--- config.mk ---
export PLATFORM = sky130hd
export DESIGN_NAME = cpu_run_ctrl
export DESIGN_NICKNAME = d
export VERILOG_FILES = /design/src/rtl/cpu_run_ctrl.sv
export SDC_FILE = /design/constraint.sdc
export NUM_CORES = 1
export LEC_CHECK = 0
export CORE_UTILIZATION = 50
export DETAILED_ROUTE_END_ITERATION = 8
export GPL_TIMING_DRIVEN = 0
export PLACE_DENSITY = 0.81
export SLEW_MARGIN = 20
export SYNTH_ARGS = -nofsm -noshare
export SYNTH_HDL_FRONTEND = slang
export SYNTH_SLANG_ARGS = --single-unit
--- constraint.sdc ---
create_clock -name clk -period 3.5 [get_ports clk]
set_clock_uncertainty 0.05 [all_clocks]
set_input_delay 0.35 -clock clk [delete_from_list [all_inputs] [get_ports clk]]
set_output_delay 0.35 -clock clk [all_outputs]
set_load 0.01 [all_outputs]
--- src/rtl/cpu_run_ctrl.sv ---
// Run controller for one stack CPU: streams a program image into program memory,
// holds the CPU in reset briefly, then runs it until halt or timeout.
module cpu_run_ctrl #(
  parameter int ADDR_WIDTH     = 8,
  parameter int DATA_WIDTH     = 32,
  parameter int RESET_HOLD     = 2,
  parameter int TIMEOUT_CYCLES = 1000,
  parameter int COUNT_WIDTH    = 32
) (
  input  logic                   clk,
  input  logic                   rst,
  input  logic                   start,
  input  logic                   abort,
  input  logic                   load_valid,
  output logic                   load_ready,
  input  logic [DATA_WIDTH-1:0]  load_data,
  input  logic                   load_last,
  output logic                   prog_we,
  output logic [ADDR_WIDTH-1:0]  prog_addr,
  output logic [DATA_WIDTH-1:0]  prog_wdata,
  output logic                   cpu_rst,
  input  logic                   cpu_halt,
  output logic                   busy,
  output logic                   done,
  output logic                   timeout,
  output logic                   overflow,
  output logic [COUNT_WIDTH-1:0] cycle_count
);

  localparam logic [2:0] ST_IDLE = 3'd0;
  localparam logic [2:0] ST_LOAD = 3'd1;
  localparam logic [2:0] ST_HOLD = 3'd2;
  localparam logic [2:0] ST_RUN  = 3'd3;
  localparam logic [2:0] ST_DONE = 3'd4;

  localparam int HOLD_W = (RESET_HOLD > 1) ? $clog2(RESET_HOLD) : 1;
  localparam logic [HOLD_W-1:0]      HOLD_LAST   = HOLD_W'(RESET_HOLD - 1);
  localparam logic [COUNT_WIDTH-1:0] TIMEOUT_VAL = COUNT_WIDTH'(TIMEOUT_CYCLES);

  logic [2:0]             state_q, state_d;
  logic [ADDR_WIDTH-1:0]  ptr_q, ptr_d;
  logic [HOLD_W-1:0]      hold_q, hold_d;
  logic [COUNT_WIDTH-1:0] cycle_count_q, cycle_count_d;
  logic                   timeout_q, timeout_d;
  logic                   overflow_q, overflow_d;
  logic                   prog_we_q, prog_we_d;
  logic [ADDR_WIDTH-1:0]  prog_addr_q, prog_addr_d;
  logic [DATA_WIDTH-1:0]  prog_wdata_q, prog_wdata_d;
  logic                   load_ready_q, load_ready_d;
  logic                   busy_q, busy_d;
  logic                   done_q, done_d;
  logic                   cpu_rst_q, cpu_rst_d;
  logic                   accept;

  assign accept = load_ready_q && load_valid;

  always_comb begin
    state_d       = state_q;
    ptr_d         = ptr_q;
    hold_d        = hold_q;
    cycle_count_d = cycle_count_q;
    timeout_d     = timeout_q;
    overflow_d    = overflow_q;
    prog_we_d     = 1'b0;
    prog_addr_d   = prog_addr_q;
    prog_wdata_d  = prog_wdata_q;

    // abort outranks everything, including a word handshaking in the same cycle
    if (abort) begin
      state_d = ST_IDLE;
    end else begin
      case (state_q)
        ST_IDLE, ST_DONE: begin
          if (start) begin
            state_d       = ST_LOAD;
            ptr_d         = '0;
            cycle_count_d = '0;
            timeout_d     = 1'b0;
            overflow_d    = 1'b0;
          end
        end
        ST_LOAD: begin
          if (accept) begin
            prog_we_d    = 1'b1;
            prog_addr_d  = ptr_q;
            prog_wdata_d = load_data;
            ptr_d        = ptr_q + 1'b1;
            if (load_last) begin
              state_d = ST_HOLD;
              hold_d  = '0;
            end else if (ptr_q == '1) begin
              overflow_d = 1'b1;
              state_d    = ST_DONE;
            end
          end
        end
        ST_HOLD: begin
          if (hold_q == HOLD_LAST) state_d = ST_RUN;
          else hold_d = hold_q + 1'b1;
        end
        ST_RUN: begin
          if (cycle_count_q != '1) cycle_count_d = cycle_count_q + 1'b1;
          // halt wins over a timeout reached in the same cycle
          if (cpu_halt) begin
            state_d = ST_DONE;
          end else if (cycle_count_d >= TIMEOUT_VAL) begin
            timeout_d = 1'b1;
            state_d   = ST_DONE;
          end
        end
        default: state_d = ST_IDLE;
      endcase
    end

    load_ready_d = (state_d == ST_LOAD);
    busy_d       = (state_d == ST_LOAD) || (state_d == ST_HOLD) || (state_d == ST_RUN);
    done_d       = (state_d == ST_DONE);
    cpu_rst_d    = (state_d != ST_RUN);
  end

  always_ff @(posedge clk) begin
    if (rst) begin
      state_q       <= ST_IDLE;
      ptr_q         <= '0;
      hold_q        <= '0;
      cycle_count_q <= '0;
      timeout_q     <= 1'b0;
      overflow_q    <= 1'b0;
      prog_we_q     <= 1'b0;
      prog_addr_q   <= '0;
      prog_wdata_q  <= '0;
      load_ready_q  <= 1'b0;
      busy_q        <= 1'b0;
      done_q        <= 1'b0;
      cpu_rst_q     <= 1'b1;
    end else begin
      state_q       <= state_d;
      ptr_q         <= ptr_d;
      hold_q        <= hold_d;
      cycle_count_q <= cycle_count_d;
      timeout_q     <= timeout_d;
      overflow_q    <= overflow_d;
      prog_we_q     <= prog_we_d;
      prog_addr_q   <= prog_addr_d;
      prog_wdata_q  <= prog_wdata_d;
      load_ready_q  <= load_ready_d;
      busy_q        <= busy_d;
      done_q        <= done_d;
      cpu_rst_q     <= cpu_rst_d;
    end
  end

  assign load_ready  = load_ready_q;
  assign prog_we     = prog_we_q;
  assign prog_addr   = prog_addr_q;
  assign prog_wdata  = prog_wdata_q;
  assign cpu_rst     = cpu_rst_q;
  assign busy        = busy_q;
  assign done        = done_q;
  assign timeout     = timeout_q;
  assign overflow    = overflow_q;
  assign cycle_count = cycle_count_q;

endmodule
==> results of run 1 <==
state kept, by name, summed over array words and instances, names as in the netlist:
name,cells
prog_wdata,32
hold_q,1
busy,1
cycle_count,32
load_ready,1
prog_we,1
done,1
timeout,1
prog_addr,8
overflow,1
state_q,3
cpu_rst,1
ptr_q,8
cell type report:
cell class	instances	area share, %
well taps	108	2.13
clock inverters	6	1.60
repair buffers	123	19.1
plain buffers	45	3.03
flip-flops and latches	91	28.7
inverters	9	0.532
multi-input cells	466	42.9
clock buffers	10	2.01
stage by stage:
stage          total power, mW  instance area [µm²]  setup slack, ns
4_1_cts                   1.98                 6230           0.0705
2_1_floorplan             1.11                 4690            0.594
6_report                  1.97                 6350            0.185
3_3_place_gp              1.18                 5990          -0.0958
5_1_grt                   2.02                 6350          -0.0109
3_5_place_dp              1.18                 5990           -0.108
cell families (layout without fill, tap and decap cells):
kind of cell | after synthesis | count (layout) | synth area share [%]
adder cells (fa/ha/maj) | 2 | 2 | 0.534
buffers and inverters | 58 | 193 | 5.10
multiplexers | 5 | 5 | 1.09
XOR/XNOR | 18 | 18 | 3.36
flip-flops | 91 | 91 | 38.8
AND/OR/NAND/NOR | 292 | 292 | 31.2
AO/OA/AOI/OAI | 149 | 149 | 19.9
power breakdown:
group | internal (mW) | switching [mW] | total (mW)
Clock | 0.411 | 0.399 | 0.810
Combinational | 0.0564 | 0.0598 | 0.116
Sequential | 1.04 | 0.00543 | 1.04
critical path, delay by kind of cell, from the launching register on:
| family | cells | cell delay (ns) |
|---|---|---|
| xor gates and xnor gates | 1 | 0.32 |
| AOI/OAI and AO/OA | 1 | 0.24 |
| DFF | 1 | 0.52 |
| and+or+nand+nor | 7 | 2.11 |
placed cells by master, fill, tap and decap left out, types with 3 or more instances in the layout:
master / synthesis / routed
a211oi_1: 5 / 5
a21oi_1: 67 / 67
a22oi_1: 5 / 5
a311oi_1: 15 / 15
a31oi_1: 10 / 10
and3_1: 9 / 9
and4_1: 6 / 5
buf_2: 14 / 13
buf_4: 1 / 8
clkbuf_1: 33 / 30
clkbuf_8: 0 / 9
clkdlybuf4s50_1: 0 / 116
dfxtp_1: 91 / 90
inv_1: 9 / 9
mux2i_1: 4 / 4
nand2_1: 117 / 117
nand2b_1: 3 / 3
nand3_1: 24 / 19
nand3_2: 0 / 4
nand4_1: 20 / 20
nand4_4: 3 / 3
nor2_1: 64 / 63
nor3_1: 8 / 7
nor3b_1: 4 / 4
nor4_1: 13 / 11
nor4_4: 2 / 4
o211ai_1: 3 / 3
o21ai_0: 20 / 19
o21ai_1: 2 / 3
or3_1: 4 / 3
xnor2_1: 11 / 11
xor2_1: 7 / 7
path summary, 6_finish.rpt:
path,end,cells past startpoint,slack (ns)
setup / recovery,state_q[1]$_SDFF_PP0_,9,0.19
hold reg to reg,prog_wdata[13]$_SDFFE_PP0P_,2,0.41
hold / removal,busy$_SDFF_PP0_,2,0.33
setup reg to reg,state_q[1]$_SDFF_PP0_,9,0.19
repair_timing:
action,CTS,global route
setup endpoints to repair,7,8
endpoints found under the hold margin,0,0
buffers inserted,0,7
pin swaps,0,6
gates resized for setup,3,20
routing by layer:
metal | vias up | track usage (%) | share of wire (%)
met5 | - | 0 | 0
met4 | 0 | 15.4 | 4.0
met3 | 56 | 4.68 | 7.6
met2 | 275 | 49.5 | 44
met1 | 2465 | 46.2 | 45
li1 | 2472 | - | -
==> key figures, run 1 <==
Floorplan
  • Core Area: around 8900 µm²
  • Die H: 98.8 µm
  • Die X: between 90 and 100 µm
  • Initial Utilization: 52.7%
  • Ports: 118
  • Row count: 34
  • DIE AREA: approximately 9800 µm²

Routing
  • Routed WL per cell: 18.6 µm
  • Vias/cell: ~6.1
  • Initial DRC count: 429
  • DRT Pass-1 Iters: 6
  • Antenna-violating nets left: 0
  • WL final: between 15000 and 20000 µm
  • Via count: 5268
  • DRC Markers: 0

Final layout
  • Fin nets: around 790
  • Area grow syn2layout: 35.5%
  • Post-route insts no fill: between 800 and 900
  • FILL cells: 750
  • N_diodes: 0
  • Share of cells above drive strength 1: between 8 and 9%
  • Sequential Area: roughly 1800 µm²
  • Multi-input gate area in the final layout: 2730 µm²
  • Final core occ: 71.4%

Yosys
  • Async S/R FF share, synth: 0%
  • Post-Syn Area per Cell: 7.63 µm²
  • Synth Warn #: 0
  • Post-Syn Instances: 615
  • Sequential share of the synthesized area: 38.8%
  • Top cell type's share of synthesized area: 38.8%
  • Synth Cell Area: 4690 µm²
  • Area leader, netlist: dfxtp_1
  • Most common cell in the netlist: nand2_1
  • Syn Nets: about 660
  • Post-synthesis register bit count: 91
  • Main synth FF type: dfxtp_1
  • Cell variety after synth: 59
  • Synth top cells by count: nand2_1, dfxtp_1, a21oi_1
  • Number of synthesized flops with an enable pin: 0
  • Top post-synthesis cells by area: dfxtp_1, nand2_1, a21oi_1

Critical path
  • Critical Path Start Type: flip-flop
  • CP startpoint: cycle_count[9]$_SDFFE_PP0P_
  • Req. time, crit path: 3.73 ns
  • Max incr delay on CP: 0.58 ns
  • CP Capture Type: flip-flop
  • Crit path kind: reg -> reg
  • Worst R2R Start: cycle_count[9]$_SDFFE_PP0P_
  • Slowest-stage cell, CP: nor4_4
  • Max FO, Critical Path: 8
  • CP arrival: 3.55 ns
  • CP Cell Sequence: and4_2 > nand3_1 > nor4_4 > nor3b_1 > xnor2_1 > nand3_1 > nor4_4 > o21ba_1 > nor3b_2

Global routing
  • Number of global-route vias before repair: 4775
  • Global route total overflow: 0
  • Initial antenna violation count: 0
  • GR Util All Layers: 32.8%
  • First-pass GRT wire length: 25000 µm
  • Largest net degree at the start of global routing: 17

STA
  • Final setup viols: 0
  • TNS Setup: 0 ns
  • Relative slew slack: between 40% and 50%
  • Worst slew pin tran: 0.858 ns
  • Post-route minimum period: 3.31 ns
  • Final Hold Fails: 0
  • Top achievable clock speed: a little over 0.3 GHz
  • Slew Limit Fails: 0
  • Worst hold slack: 0.325 ns
  • Final period util: a little over nine tenths

Job
  • Max-cap viol count: 0

Min path
  • Min-Delay Path Class: in -> reg
  • Min-delay src: rst

Clocking
  • Longest Clk Path Bufs: 2
  • CTS tree: done
  • Clock Sinks: slightly above 90
  • Post-CTS Hold Fix Bufs: 0
  • Skew-Pair Late Insertion Delay: 0.36 ns
  • Htree depth: 3
  • CTS Root Cell: clkbuf_8
  • CTS clk-pin slew, worst paths: around 0.09 ns
  • Total CTS buffers: 9

Placement
  • Gpl congestion: roughly 1.0
  • DPL Wire Length: 11800 µm
  • Post-Place Cells: 839
  • Number of port buffers: 116

Run status
  • Status: finished, final reports clean

Power
  • Leakage: 2.12 nW
  • Worst VDD drop: between 200 and 250 µV
  • P per Cell Area: a little over 300 nW/µm²
Note: power is estimated with default switching activity, not from simulation.
==> run 2, diff against run 1 <==
--- a/config.mk
+++ b/config.mk
@@ -9,7 +9,7 @@
 export DETAILED_ROUTE_END_ITERATION = 8
 export GPL_TIMING_DRIVEN = 0
 export PLACE_DENSITY = 0.81
-export SLEW_MARGIN = 20
+export SLEW_MARGIN = 5
 export SYNTH_ARGS = -nofsm -noshare
 export SYNTH_HDL_FRONTEND = slang
 export SYNTH_SLANG_ARGS = --single-unit
==> results of run 2 <==
Final layout, timing and power as in run 1 (identical DEF).
